===== config.mk =====
export PLATFORM = sky130hd
export DESIGN_NAME = ycbcr2rgb
export DESIGN_NICKNAME = d
export VERILOG_FILES = /design/src/rtl/ycbcr2rgb.sv
export SDC_FILE = /design/constraint.sdc
export NUM_CORES = 1
export LEC_CHECK = 0
export ABC_CLOCK_PERIOD_IN_PS = 8100
export CORE_MARGIN = 8
export CORE_UTILIZATION = 62
export DETAILED_ROUTE_END_ITERATION = 10
export MAX_ROUTING_LAYER = met4
export PLACE_DENSITY = 0.82
export SYNTH_ARGS = -nofsm -noshare
export SYNTH_HDL_FRONTEND = slang
export SYNTH_SLANG_ARGS = --single-unit

===== constraint.sdc =====
create_clock -name iClk -period 8.1 [get_ports iClk]
set_input_delay 1.62 -clock iClk [delete_from_list [all_inputs] [get_ports iClk]]
set_output_delay 1.62 -clock iClk [all_outputs]
set_load 0.01 [all_outputs]

===== src/rtl/ycbcr2rgb.sv =====
// Full-range BT.601 YCbCr to RGB converter: four register stages, one pixel per clock,
// with the sync/valid strobes delayed through a matching four-deep shift register.
module ycbcr2rgb #(
  parameter int          PREC = 10,
  parameter logic [10:0] KRCR = 11'h59C,
  parameter logic [10:0] KGCB = 11'h160,
  parameter logic [10:0] KGCR = 11'h2DB,
  parameter logic [10:0] KBCB = 11'h717
) (
  input  logic       iClk,
  input  logic       iRst,
  input  logic [7:0] iY,
  input  logic [7:0] iCb,
  input  logic [7:0] iCr,
  input  logic       iHSync,
  input  logic       iVSync,
  input  logic       iLineValid,
  input  logic       iFrameValid,
  output logic [7:0] oR,
  output logic [7:0] oG,
  output logic [7:0] oB,
  output logic       oHSync,
  output logic       oVSync,
  output logic       oLineValid,
  output logic       oFrameValid
);

  localparam int PW = PREC + 11;
  localparam int SW = PREC + 12;

  // Coefficients are positive magnitudes; zero-extend so they multiply as signed values.
  localparam logic signed [PW-1:0] k_rcr = PW'(KRCR);
  localparam logic signed [PW-1:0] k_gcb = PW'(KGCB);
  localparam logic signed [PW-1:0] k_gcr = PW'(KGCR);
  localparam logic signed [PW-1:0] k_bcb = PW'(KBCB);
  localparam logic signed [SW-1:0] rnd   = SW'(2 ** (PREC - 1));

  // Stage 1
  logic        [7:0] y;
  logic signed [8:0] cb;
  logic signed [8:0] cr;
  // Stage 2
  logic signed [PW-1:0] y2;
  logic signed [PW-1:0] pr;
  logic signed [PW-1:0] pgb;
  logic signed [PW-1:0] pgr;
  logic signed [PW-1:0] pb;
  // Stage 3
  logic signed [SW-1:0] sr;
  logic signed [SW-1:0] sg;
  logic signed [SW-1:0] sb;
  // Strobes packed as {hsync, vsync, line_valid, frame_valid}, one word per stage
  logic [3:0] sync_1;
  logic [3:0] sync_2;
  logic [3:0] sync_3;
  logic [3:0] sync_4;

  function automatic logic [7:0] saturate(input logic signed [SW-1:0] s);
    logic signed [SW-1:0] v;
    v = s >>> PREC;
    if (v[SW-1])
      saturate = 8'd0;
    else if (v > SW'(255))
      saturate = 8'd255;
    else
      saturate = v[7:0];
  endfunction

  always_ff @(posedge iClk or posedge iRst) begin
    if (iRst) begin
      y      <= '0;
      cb     <= '0;
      cr     <= '0;
      y2     <= '0;
      pr     <= '0;
      pgb    <= '0;
      pgr    <= '0;
      pb     <= '0;
      sr     <= '0;
      sg     <= '0;
      sb     <= '0;
      oR     <= '0;
      oG     <= '0;
      oB     <= '0;
      sync_1 <= '0;
      sync_2 <= '0;
      sync_3 <= '0;
      sync_4 <= '0;
    end else begin
      // Chroma offset removal wraps modulo 512, which is exactly iC - 128 in 9-bit signed.
      y   <= iY;
      cb  <= 9'(iCb) - 9'd128;
      cr  <= 9'(iCr) - 9'd128;

      y2  <= PW'({y, {PREC{1'b0}}});
      pr  <= k_rcr * PW'(cr);
      pgb <= k_gcb * PW'(cb);
      pgr <= k_gcr * PW'(cr);
      pb  <= k_bcb * PW'(cb);

      sr  <= SW'(y2) + SW'(pr) + rnd;
      sg  <= SW'(y2) - SW'(pgb) - SW'(pgr) + rnd;
      sb  <= SW'(y2) + SW'(pb) + rnd;

      oR  <= saturate(sr);
      oG  <= saturate(sg);
      oB  <= saturate(sb);

      sync_1 <= {iHSync, iVSync, iLineValid, iFrameValid};
      sync_2 <= sync_1;
      sync_3 <= sync_2;
      sync_4 <= sync_3;
    end
  end

  assign oHSync      = sync_4[3];
  assign oVSync      = sync_4[2];
  assign oLineValid  = sync_4[1];
  assign oFrameValid = sync_4[0];

endmodule


=== After elaboration in Yosys (flattened, before gate mapping) ===
Cells that the tools add are included.
Widths: inputs -> output; s select.

* Register bits after elaboration: 214
* Bits of input ports: 30
* Output and inout port bits: 28

* $add $sub $neg: 9
* Multipliers: 4
* Magnitude comparators: 3
* Muxes and demuxes: 6

{| class="wikitable"
|+ Operators by type and width
! cell !! number
|-
| $add 22x11->22 const B || 3
|-
| $mux 8 || 6
|-
| $add 19x21->22 || 2
|-
| $gt 12x9->1 const B || 3
|-
| $mul 12x9->21 const A || 1
|-
| $sub 20x20->21 || 1
|-
| $mul 11x9->20 const A || 1
|-
| $sub 19x19->20 || 1
|-
| $mul 10x9->19 const A || 1
|-
| $sub 8x8->9 const B || 2
|-
| $mul 5x9->14 const A || 1
|}

=== Logic depth before layout (Yosys ltp) ===
Gate-level depths: netlist of the first run.

* Word-level depth: 3
* Gate-level depth with buffers: 21

=== Least setup slack after synthesis of the first run ===
Ideal clock, no wire load.

* Kind: reg2reg
* From: register cr[7]
* To: register pr[19]
* Setup time: 125 ps
* Arrival: 4,894 ps
* Data required time: 7,975 ps
* Path slack: 3,081 ps
* Stages on the path, launching flop included: 17
* Clock period less this slack: 5,019 ps
* Path through: dfrtp_1 > clkinv_1 > ha_1 > ha_1 > inv_1 > fa_1 > inv_1 > fa_1 > ha_1 > ha_1 > and2_1 > o21a_1 > o31a_1 > a221o_1 > o41ai_2 > o21bai_1 > xnor2_1

* Longest elaborated chain between the ends: 1

{| class="wikitable"
|+ Ends and longest elaborated chain
! what !! line !! RTL
|-
| from (decl) || 41 || <nowiki>logic signed [8:0] cr;</nowiki>
|-
| from (signal assigned) || 93 || <nowiki>cr <= 9'(iCr) - 9'd128;</nowiki>
|-
| $mul 10x9->19 || 96 || <nowiki>pr <= k_rcr * PW'(cr);</nowiki>
|-
| to (signal assigned) || 96 ||
|-
| to (decl) || 44 || <nowiki>logic signed [PW-1:0] pr;</nowiki>
|}

No other way between the ends.

=== Worst setup path in the final report of the first run ===
* From: register cr[7]
* To: register pgr[19] (netlist name)

* Longest elaborated chain between the ends: 1

{| class="wikitable"
|+ Ends and longest elaborated chain
! what !! line !! RTL
|-
| $mul 11x9->20 || 98 || <nowiki>pgr <= k_gcr * PW'(cr);</nowiki>
|}

No other way between the ends.

==> reports/results.ini, run 1 <==
[status]
outcome=complete, no violations

[global_routing]
track_usage=0.202
grt_pass1_vias=7855
grt_max_degree=95
grt_antenna_before_repair=1
grt_pass1_wl_mm=37.6
grt-ovfl-total=0

[cells_and_area]
diodes=0
drive_gt1_frac=0.0443
final_cell_area_um2=13400
fin_nets=1510
fillers=1333
area_delta_synth_final_pct=12.5

[worst_setup_path]
cp_max_fo=14
cp-start-kind=register
reg2reg_slack_ns=2.36
cp.arrival_ns=6.05
end_kind=register
crit_type=register to register
cp.required_ns=8.40

[clock_tree]
clockBufferDepth=2
clock-sinks=166
cts_buffers=17
clock_latency_ns=0.43
post_cts_resize_count=0
cts_setup_buffers=0
root_buffer=clkbuf_16
htree_levels=4
clkSlewWorstSetupHoldPaths_ns=0.07
cts_tree=done
ctsHoldBuffers=0

[synthesis]
synth-seq-cells=166
synth-seq-area-share=0.348
async_flop_share=1.00
synth_warnings=0
synth_cell_types=64
syn_area_per_cell_um2=10.7
synthesis.area_um2=11900
synth_edf_count=0
postSynth.topFlopCell=dfrtp_1
yosys-top-cells-area=dfrtp_1 (35%), ha_1 (24%), fa_1 (12%)
yosysTopAreaCell=dfrtp_1
synthesis.instances=1114
syn-num-nets=1441
synth_top_area_frac=0.348

[placement]
place_congestion=0.871
place_worst_setup_slack_ns=2.50
numPortBuffers=57
dpl.hpwl_mm=17.4
placed_area_um2=12800

[timing]
layout_setup_ws_ns=2.36
hold_viol_final=0
max_freq_mhz=174
whs_ns=0.348
final.min_clock_period_ns=5.74
finalSetupViolCount=0
rsz0062_at_grt=false
setup_tns_ns=0
relSlewSlack=0.401
skew_ns=0.0183
worstMarginPinSlew_ns=0.899
maxSlewViolCount=0
min_period_over_period=0.709

[drt]
drtPass1Iterations=5
via_per_inst=5.28
routed_wirelength_mm=22.3
wl_per_cell_um=15.3
drc_errors=0
antenna_left=0
drtIter0Drc=326
vias=7686

[pwr]
seqPwrFrac=0.254
vdd_drop_max_mv=0.248
p_sw_frac=0.423
powerDensity_nw_per_um2=363
p_leak_uw=0.00691
combPwrFrac=0.577
p_int_uw=2810
clockPowerShare=0.169
p_switching_uw=2060

[floorplanning]
die_w_um=155
ioPinCount=58
rows=50
fp.coreArea_um2=18800
die_area_um2=23900
start_util=0.634
die_h_um=155

[flow_run]
cap_violations=0

[hold_path]
hold_path.class=register to register

-- power groups by stage --
stage	registers [µW]	logic, µW	clock network (µW)
detailed placement	1250	2770	0
global placement	1240	2680	0
CTS	1240	2810	839
floorplan	1240	2110	0
global route	1260	3190	877
finish	1240	2810	825
-- worst max-delay path: stages (launching register included) --
cell and delay, ns:
dfrtp_1 0.80, clkinv_1 0.44, ha_1 0.54, ha_1 0.19
inv_1 0.05, fa_1 0.49, inv_1 0.05, fa_1 0.57
fa_1 0.42, ha_1 0.34, o21ai_0 0.14, a21boi_0 0.29
o21ai_0 0.17, a21boi_0 0.33, o21ai_0 0.18, a31oi_1 0.30
mux2i_1 0.22, nand2_1 0.07
-- cell type report --
cell class | instances | area (µm²) | area share
repair buffers | 58 | 578 | 0.0430
clock buffers | 18 | 439 | 0.0327
inverters | 210 | 793 | 0.0591
well taps | 260 | 325 | 0.0242
flip-flops and latches | 166 | 4150 | 0.309
multi-input cells | 730 | 6960 | 0.518
clock inverters | 14 | 176 | 0.0131
-- cell usage after synthesis, types with 5 or more instances --
master and instances:
a21boi_0 7, a21o_1 13, a21oi_1 42, a31oi_1 5, and2_1 6, and3_1 5
clkbuf_1 5, dfrtp_1 166, fa_1 72, ha_1 225, inv_1 209, nand2_1 25
nand3_1 7, nor2_1 90, nor2b_1 7, nor3_1 19, o21a_1 14, o21ai_0 36
o21bai_1 15, xnor2_1 54, xor2_1 25
-- metal layers --
metal	vias up	part of all wire	wire length (µm)	track usage
met5	-	0	0	-
met2	177	0.47	10600	0.324
met1	3692	0.46	10300	0.265
li1	3794	-	-	-
met4	0	0.017	387	0.0616
met3	23	0.047	1040	0.0287
-- logic make-up after synthesis --
family | synth area share
adders and majority gates | 0.357
DFF | 0.348
and+or+nand+nor | 0.0758
AOI/OAI and AO/OA | 0.0921
muxes | 0.000839
xor gates and xnor gates | 0.0580
buffers and inverters | 0.0686
-- state kept, by name (all words and copies together) (netlist names), 12 cells and up --
name  flops
sb       12
sg       12
pb       14
pr       12
pgr      20
sr       12
pgb      12
-- path summary, 6_finish.rpt --
check,startpoint,to,depth (start not counted)
min reg2reg,sync_2[0]$_DFF_PP0_,sync_3[0]$_DFF_PP0_,0
min in group asynchronous,iRst,oB[4]$_DFF_PP0_,2
max in group asynchronous,iRst,pgr[6]$_DFF_PP0_,3
max reg2reg,cr[7]$_DFF_PP0_,pgr[19]$_DFF_PP0_,17
min,sync_2[0]$_DFF_PP0_,sync_3[0]$_DFF_PP0_,0
max,cr[7]$_DFF_PP0_,pgr[19]$_DFF_PP0_,17
-- placed cells by master (no fill, tap or decap), types with 14 or more instances in the layout --
| cell | count |
|---|---|
| ha_1 | 225 |
| inv_1 | 208 |
| dfrtp_1 | 166 |
| nor2_1 | 90 |
| fa_1 | 72 |
| clkdlybuf4s50_1 | 57 |
| xnor2_1 | 54 |
| a21oi_1 | 42 |
| o21ai_0 | 36 |
| xor2_1 | 25 |
| nand2_1 | 25 |
| nor3_1 | 19 |
| clkbuf_16 | 17 |
| o21bai_1 | 15 |
| o21a_1 | 14 |
-- per-stage QoR --
step / cells / total power, µW / util
floorplan: 1114 / 3340 / -
global placement: 1424 / 3930 / 0.680
detailed placement: 1424 / 4020 / 0.680
CTS: 1456 / 4890 / 0.713
global route: 1456 / 5330 / 0.713
finish: 1456 / 4870 / 0.713
Power figures use the tool's default switching activity.
==> run 2, diff against run 1 <==
==> config.mk (replaced) <==
export PLATFORM = sky130hd
export DESIGN_NAME = ycbcr2rgb
export DESIGN_NICKNAME = d
export VERILOG_FILES = /design/src/rtl/ycbcr2rgb.sv
export SDC_FILE = /design/constraint.sdc
export NUM_CORES = 1
export LEC_CHECK = 0
export ABC_CLOCK_PERIOD_IN_PS = 5160
export CORE_MARGIN = 8
export CORE_UTILIZATION = 56
export DETAILED_ROUTE_END_ITERATION = 10
export MAX_ROUTING_LAYER = met4
export PLACE_DENSITY = 0.78
export SYNTH_ARGS = -nofsm -noshare
export SYNTH_HDL_FRONTEND = slang
export SYNTH_SLANG_ARGS = --single-unit
==> constraint.sdc (replaced) <==
create_clock -name iClk -period 5.16 [get_ports iClk]
set_input_delay 1.032 -clock iClk [delete_from_list [all_inputs] [get_ports iClk]]
set_output_delay 1.032 -clock iClk [all_outputs]
set_load 0.01 [all_outputs]
==> reports/results.ini, run 2 (synthesis gave the netlist of run 1 again) <==
[floorplanning]
start_util=0.570  ; -0.0643
ioPinCount=58  ; unchanged
die_h_um=162  ; +4.7%
die_area_um2=26200  ; +9.6%
die_w_um=162  ; +4.7%
fp.coreArea_um2=21000  ; +11%
rows=53  ; +6.0%

[cells_and_area]
final_cell_mix=ha_1 (225), inv_1 (206), dfrtp_1 (163)
fillers=1649  ; +24%
final_util=0.646  ; -0.0675
area_delta_synth_final_pct=13.4
mostFrequentLayoutCell=ha_1
drive_gt1_frac=0.0595  ; +0.0152
final_cell_area_um2=13500  ; +0.75%
largest_reg_flops=20  ; unchanged
diodes=0  ; unchanged
largestRegisters=pgr (20), pb (14)
fin_nets=1524  ; +0.93%
max_flop_register=pgr

[clock_tree]
cts_buffers=17  ; unchanged
ctsHoldBuffers=0  ; unchanged
cts_tree=done
clock_latency_ns=0.43  ; about the same
htree_levels=4  ; unchanged
clockBufferDepth=2  ; unchanged
clkSlewWorstSetupHoldPaths_ns=0.07  ; about the same
clock-sinks=166  ; unchanged
root_buffer=clkbuf_16

[timing]
skew_ns=0.0115  ; -0.00680 ns
worstMarginPinSlew_ns=0.901  ; +0.00202 ns
whs_ns=0.347  ; -0.000394 ns
setup_tns_ns=0  ; unchanged
maxSlewViolCount=0  ; unchanged
finalSetupViolCount=0  ; unchanged
max_freq_mhz=200  ; +15%
layout_setup_ws_ns=0.164  ; -2.19 ns
final.min_clock_period_ns=5.00  ; -0.747 ns
min_period_over_period=0.968  ; +0.259
relSlewSlack=0.398  ; -0.00261
rsz0062_at_grt=false
hold_viol_final=0  ; unchanged

[drt]
drc_errors=0  ; unchanged
wl_per_cell_um=15.4  ; +0.19%
via_per_inst=5.21  ; -1.2%
drtIter0Drc=349  ; +7.1%
routed_wirelength_mm=22.8  ; +2.2%
antenna_left=0  ; unchanged
drtPass1Iterations=4  ; -1
vias=7743  ; +0.74%

[worst_setup_path]
cp-start-kind=register
cp_max_fo=6  ; -8
worst_path_max_delay_cell=fa_1
critPathTopFamily=adder cells
end_kind=register
cp_cell_sequence=fa_1 -> ha_1 -> inv_1 -> fa_1 -> inv_1 -> fa_1 -> ha_1 -> ha_1 -> or4_4 -> a311o_2 -> a41oi_4 -> nor2b_2 -> o21a_4 -> o31a_1 -> nor4b_2 -> a211o_1
cp_slowest_stage_delay_ns=0.54  ; -0.26 ns
crit_type=register to register
critPathBufInv=2  ; -1
cp.required_ns=5.53  ; -2.87 ns
cp.arrival_ns=5.37  ; -0.68 ns

[flow_run]
cap_violations=0  ; unchanged

[global_routing]
grt_pass1_wl_mm=39.5  ; +4.9%
grt-ovfl-total=0  ; unchanged
grt_antenna_before_repair=1  ; unchanged
track_usage=0.192  ; -0.0107
grt_pass1_vias=8161  ; +3.9%
grt_max_degree=123  ; +29%

[pwr]
p_switching_uw=3240  ; +57%
powerDensity_nw_per_um2=563  ; +55%
p_sw_frac=0.425  ; +0.00243
seqPwrFrac=0.254  ; about the same
p_int_uw=4380  ; +56%
combPwrFrac=0.586  ; +0.009
p_leak_uw=0.00696  ; +0.64%
clockPowerShare=0.160  ; -0.009
vdd_drop_max_mv=0.303  ; +22%

[placement]
dpl.hpwl_mm=18.2  ; +4.2%
place_congestion=0.860  ; -1.3%
placed_area_um2=12900  ; +0.94%
place_worst_setup_slack_ns=0.131  ; -2.36 ns
numPortBuffers=57  ; unchanged

[hold_path]
hold_path.class=register to register

[status]
outcome=complete, no violations

[run 2: through the flow]
stage | total power, µW | std cells
finish | 7620 | 1485
global route | 8330 | 1485
detailed placement | 6340 | 1451
floorplan | 5250 | 1114
global placement | 6180 | 1451
CTS | 7640 | 1483
[run 2: what timing repair did]
item | CTS | global route
resized for setup | 0 | 7
setup endpoints to repair | 0 | 5
buffers inserted | 0 | 2
[run 2: worst paths after layout]
path                                  from               end  slack [ns]  depth (start not counted)
max                        cb[3]$_DFF_PP0_  pb[20]$_DFF_PP0_        0.16                         16
min                         y[3]$_DFF_PP0_  y2[13]$_DFF_PP0_        0.35                          0
max reg2reg                cb[3]$_DFF_PP0_  pb[20]$_DFF_PP0_        0.16                         16
min reg2reg                 y[3]$_DFF_PP0_  y2[13]$_DFF_PP0_        0.35                          0
max in group asynchronous             iRst   cr[2]$_DFF_PP0_        2.91                          3
min in group asynchronous             iRst   oR[3]$_DFF_PP0_        1.14                          2
[run 2: metal layers]
metal  GRT usage  wire (µm)
met1       0.246      10700
met2       0.307      10700
met3      0.0334        949
met4      0.0585        535
met5           -          0
[run 2: area by class of cell]
type | instances | area [µm²] | area share
multi-input cells | 730 | 6960 | 0.515
flip-flops and latches | 166 | 4160 | 0.307
inverters | 210 | 792 | 0.0585
repair buffers | 72 | 696 | 0.0514
clock buffers | 18 | 439 | 0.0325
well taps | 275 | 344 | 0.0254
clock inverters | 14 | 139 | 0.0103
[run 2: power groups by stage]
| stage | registers [µW] | clock network [µW] | logic (µW) |
|---|---|---|---|
| floorplan | 1940 | 0 | 3310 |
| global placement | 1940 | 0 | 4240 |
| detailed placement | 1960 | 0 | 4390 |
| CTS | 1940 | 1250 | 4460 |
| global route | 1980 | 1300 | 5050 |
| finish | 1930 | 1220 | 4460 |
